[src/rtl/greenhouse_ctrl.sv]
// Multi-zone climate controller: per zone sample, debounce, then IDLE/HEAT/COOL/FAULT FSM.
// Outputs change DEBOUNCE edges after the sensor code is sampled; no backpressure; GREENHOUSE_FAULT_LATCH_EN latches FAULT until acked.
module greenhouse_ctrl #(
    parameter int NZONES   = 4,
    parameter int DEBOUNCE = 4,
    parameter int MIN_ON   = 8
) (
    input  logic                        clk_2,
    input  logic                        reset_n,
    input  logic [2*NZONES-1:0]         sens,
    input  logic                        fault_ack,
    output logic [NZONES-1:0]           heater,
    output logic [NZONES-1:0]           cooler,
    output logic [NZONES-1:0]           alarm,
    output logic [$clog2(NZONES+1)-1:0] busy_cnt
);
    localparam int DW = $clog2(DEBOUNCE + 1);
    localparam int MW = $clog2(MIN_ON + 1);
    localparam int BW = $clog2(NZONES + 1);

    localparam logic [1:0] C_COLD = 2'b00;
    localparam logic [1:0] C_NORM = 2'b01;
    localparam logic [1:0] C_INV  = 2'b10;
    localparam logic [1:0] C_HOT  = 2'b11;

    typedef enum logic [1:0] {ST_IDLE, ST_HEAT, ST_COOL, ST_FAULT} state_t;

`ifndef GREENHOUSE_FAULT_LATCH_EN
    logic ack_unused;
    assign ack_unused = fault_ack;
`endif

    for (genvar z = 0; z < NZONES; z++) begin : g_zone
        logic [1:0]    sens_z;
        logic [1:0]    s_q, s_d, db_q, db_d;
        logic [DW-1:0] cnt_q, cnt_d;
        logic [MW-1:0] min_q, min_d;
        state_t        state_q, state_d;
        logic          heat_q, heat_d, cool_q, cool_d, alarm_q, alarm_d;

        assign sens_z = sens[2*z +: 2];

        always_comb begin
            s_d   = sens_z;
            db_d  = db_q;
            // cnt counts repeat samples beyond the first; the code is accepted once it reaches DEBOUNCE-1
            if (sens_z == s_q) begin
                cnt_d = (cnt_q == DW'(DEBOUNCE - 1)) ? cnt_q : cnt_q + DW'(1);
            end else begin
                cnt_d = '0;
            end
            if (cnt_d == DW'(DEBOUNCE - 1)) begin
                db_d = sens_z;
            end

            state_d = state_q;
            min_d   = (min_q != '0) ? min_q - MW'(1) : min_q;
            case (state_q)
                ST_IDLE: begin
                    if (db_q == C_COLD) begin
                        state_d = ST_HEAT;
                        min_d   = MW'(MIN_ON - 1);
                    end else if (db_q == C_HOT) begin
                        state_d = ST_COOL;
                        min_d   = MW'(MIN_ON - 1);
                    end
                end
                ST_HEAT: if (min_q == '0 && db_q != C_COLD) state_d = ST_IDLE;
                ST_COOL: if (min_q == '0 && db_q != C_HOT)  state_d = ST_IDLE;
                ST_FAULT: begin
`ifdef GREENHOUSE_FAULT_LATCH_EN
                    if (fault_ack && db_q == C_NORM) state_d = ST_IDLE;
`else
                    if (db_q != C_INV) state_d = ST_IDLE;
`endif
                end
                default: state_d = ST_IDLE;
            endcase
            // An invalid code overrides min-on and any simultaneous acknowledge
            if (db_q == C_INV) begin
                state_d = ST_FAULT;
            end

            heat_d  = (state_d == ST_HEAT);
            cool_d  = (state_d == ST_COOL);
            alarm_d = (state_d == ST_FAULT);
        end

        always_ff @(posedge clk_2 or negedge reset_n) begin
            if (!reset_n) begin
                s_q     <= C_NORM;
                db_q    <= C_NORM;
                cnt_q   <= '0;
                min_q   <= '0;
                state_q <= ST_IDLE;
                heat_q  <= 1'b0;
                cool_q  <= 1'b0;
                alarm_q <= 1'b0;
            end else begin
                s_q     <= s_d;
                db_q    <= db_d;
                cnt_q   <= cnt_d;
                min_q   <= min_d;
                state_q <= state_d;
                heat_q  <= heat_d;
                cool_q  <= cool_d;
                alarm_q <= alarm_d;
            end
        end

        assign heater[z] = heat_q;
        assign cooler[z] = cool_q;
        assign alarm[z]  = alarm_q;
    end

    always_comb begin
        busy_cnt = '0;
        for (int i = 0; i < NZONES; i++) begin
            busy_cnt = busy_cnt + BW'(heater[i] | cooler[i]);
        end
    end

endmodule
[config.mk]
export PLATFORM = sky130hd
export DESIGN_NAME = greenhouse_ctrl
export DESIGN_NICKNAME = d
export VERILOG_FILES = /design/src/rtl/greenhouse_ctrl.sv
export SDC_FILE = /design/constraint.sdc
export NUM_CORES = 1
export LEC_CHECK = 0
export CAP_MARGIN = 10
export CORE_UTILIZATION = 45
export DETAILED_ROUTE_END_ITERATION = 12
export PLACE_DENSITY = 0.64
export SLEW_MARGIN = 30
export SYNTH_ARGS = -nofsm -noshare
export SYNTH_HDL_FRONTEND = slang
export SYNTH_SLANG_ARGS = --single-unit
[constraint.sdc]
create_clock -name clk_2 -period 3.4 [get_ports clk_2]
set_input_delay 0.51 -clock clk_2 [delete_from_list [all_inputs] [get_ports clk_2]]
set_output_delay 0.51 -clock clk_2 [all_outputs]
set_load 0.005 [all_outputs]
==> qor.csv <==
stage;metric;value;unit
run_status;outcome;finished with violations;
run_status;failing checks;design-rule violations;
yosys;number of flops mapped to enable cells by yosys;0;
clock_network;Post-CTS Hold Buffers;0;
routing;DRT Pass-1 Iters;8;
setup_path;startpoint types;flip-flop;
setup_path;CP delay by family, top;adder cells;
placement;hpwl dp;3.001;mm
timing;Final setup viols;0;
global_route;largest net degree at the start of global routing;65;
placement;gpl congestion;0.6888;
routing;vias per inst;4.965;
yosys;post-synthesis cell area;3017;um^2
setup_path;Critical Path Fanout Max;2;
timing;Rel. slew slack;0.4754;
yosys;syn nets;289;
routing;initial detailed-routing violation count;75;
placement;IO Port Bufs;24;
setup_path;WP data required;2890;ps
timing;clock period minus worst slack;3011;ps
timing;final hold violation count;0;
routing;wirelength, routed;4.334;mm
clock_network;Resize count post-CTS;0;
worst_hold_path;type of the worst min-delay path;in -> async;
die;DIE AREA;7035;um^2
timing;clk_skew;8.991;ps
clock_network;postcts setup bufs;0;
global_route;GR Overflow Total;0;
yosys;sequential share of the synthesized area;0.5342;
global_route;GRT Total Usage;0.1407;
routing;DRC;6;
timing;worst setup margin;389.3;ps
power;Static Leak;1.591;nW
final_layout;Layout Utilization;0.5387;
yosys;Synth Warn #;0;
setup_path;Critical-path top delay cell;clkdlybuf4s50_1;
die;Ports;26;
yosys;Synth Instances;267;
setup_path;Worst path max stage delay;510;ps
final_layout;final-layout fill cell count;549;
clock_network;clock slew at reported path FFs;60;ps
setup_path;Worst setup EP type;output port;
setup_path;worst endpoint data arrival time;2500;ps
die;Rows;29;
final_layout;# diodes;0;
timing;FMAX;332.1;MHz
yosys;Synth area leader;dfrtp_1;
yosys;synth top area cells;dfrtp_1 (46%), dfstp_2 (7.0%), ha_1 (4.1%);
setup_path;critical path class;reg -> out;
yosys;most frequent cell after synthesis;dfrtp_1;
setup_path;most frequent CP cell;ha_1;
clock_network;Max H-tree Level;3;
final_layout;# nets final;310;
timing;RSZ-0062 raised after global routing;false;
global_route;vias in the first global route;1756;
yosys;share of the synthesized area in the top cell type;0.4645;
die;Die Ht;83.88;um
die;starting density of the core;0.4697;
clock_network;CTS tree;built;
clock_network;Root Buffer;clkbuf_8;
clock_network;Clock Sinks;64;
die;CORE AREA;6422;um^2
final_layout;Area Growth Syn to Fin;14.68;%
power;maximum vdd ir drop;0.0004174;V
global_route;antenna violations before repair;0;
routing;WL/cell;11.71;um
placement;DP Worst Slack;721.5;ps
power;pwr/cell area;916.1;nW/um^2
yosys;Avg Inst Size Synth;11.30;um^2
yosys;post-synth cell types;40;
global_route;first-pass GRT wire length;7.638;mm
routing;via count;1837;
timing;final slew viol count;0;
timing;Worst Tran Pin Value;787.0;ps
die;Die W;83.88;um
final_layout;share of cells above drive strength 1;0.1468;
yosys;Synth async-reset ratio;1.000;
yosys;register bit total from synthesis;64;
yosys;Post-synth top cells;dfrtp_1 (56), nand2_1 (28), xnor2_1 (14);
yosys;dominant synthesized flop cell;dfrtp_1;
timing;setup_tns;0;ps
clock_network;Worst-Skew Late Latency;330;ps
timing;period utilization;0.8855;
flow_run;Max Cap Violations;0;
routing;number of nets with antenna violations after routing;0;
setup_path;CP Cell Sequence;or2_2 -> fa_1 -> ha_1 -> ha_1 -> clkdlybuf4s50_1;
clock_network;cts bufs inserted;9;
clock_network;Max Root-Sink Buffers;2;
setup_path;Buf/Inv on CP;1;
==> worst paths after layout <==
kind                                      start                  to  slack, ps  depth (start not counted)
hold reg to reg            g_zone[3].state_q[0]    g_zone[3].cool_q        490                          1
max in group asynchronous               reset_n  g_zone[3].min_q[2]       2530                          2
min in group clk_2         g_zone[3].state_q[0]    g_zone[3].cool_q        490                          1
setup / recovery               g_zone[3].cool_q         busy_cnt[1]        390                          5
setup reg to reg             g_zone[3].cnt_q[0]   g_zone[3].db_q[1]       1770                          5
hold / removal                          reset_n  g_zone[1].cnt_q[1]        330                          2
==> cell usage in the layout (no fill, tap or decap), types with 2 or more instances in the layout <==
master	instances
o21a_1	4
clkbuf_1	3
a21oi_1	2
or4_4	3
nand2b_1	10
dfrtp_1	56
a211o_1	2
xnor2_1	14
nand2_1	28
and2_1	6
xor2_1	7
and2b_1	4
nor3b_1	6
o21ai_1	3
a211oi_1	3
dfstp_2	8
nor2b_1	2
nor2_1	10
inv_1	10
mux2i_1	8
nor3_1	6
clkbuf_8	9
nor2b_2	2
o21ai_0	7
nand3b_1	4
or2_2	4
or3b_1	3
clkdlybuf4s50_1	23
and3_1	3
mux2_2	6
and2b_2	2
nand3_1	8
bufinv_16	2
mux2_1	2
ha_1	10
o22ai_1	3
clkinv_2	2
==> routing by layer <==
metal / part of all wire / GRT usage
met1: 0.50 / 0.1811
met5: 0 / 0
met4: 0.022 / 0.08464
met3: 0.043 / 0.04352
met2: 0.44 / 0.2086
==> per-stage QoR <==
step                      power [mW]  area, um^2  hold slack [ps]  cells
after detailed placement       2.511        3254            485.2    354
after global placement         2.490        3254            485.6    354
after CTS                      3.224        3460            373.4    370
after floorplan                2.123        3017            214.4    267
after global routing           3.439        3460            428.8    370
final                          3.169        3460            334.3    370
==> flip-flops by register name, indices dropped and copies added (netlist names) <==
signal / flops
g_zone.alarm_q: 4
g_zone.cnt_q: 12
g_zone.cool_q: 4
g_zone.db_q: 8
g_zone.heat_q: 4
g_zone.min_q: 16
g_zone.s_q: 8
g_zone.state_q: 8
==> final cells by class <==
cell class / count / area, um^2 / share of cell area
repair buffers: 25 / 242.7 / 0.07016
flip-flops and latches: 64 / 1612 / 0.4658
clock buffers: 12 / 135.1 / 0.03906
multi-input cells: 178 / 1266 / 0.3660
well taps: 77 / 96.34 / 0.02785
clock inverters: 4 / 70.07 / 0.02025
inverters: 10 / 37.54 / 0.01085
==> where the power goes <==
group,total (mW),internal (mW),switching (mW),leakage [nW]
clock,0.685,0.411,0.273,0.104
combinational,1.18,0.692,0.490,0.707
sequential,1.30,1.06,0.242,0.780
==> worst reg2reg max path, stage by stage (launching register included) <==
cell and delay [ps]:
dfrtp_1 420, ha_1 260, xor2_1 150, o21a_1 180
nor3_2 160, mux2_1 340
==> cell families (layout without fill, tap and decap cells) <==
family / after synthesis / in the layout / share of synthesized area
xor gates and xnor gates: 21 / 21 / 0.06097
muxes: 16 / 16 / 0.05641
adders and majority gates: 11 / 11 / 0.04811
buffers and inverters: 25 / 51 / 0.04604
and+or+nand+nor: 105 / 105 / 0.2024
AOI/OAI and AO/OA: 25 / 25 / 0.05185
DFF: 64 / 64 / 0.5342
Power figures use the tool's default switching activity.
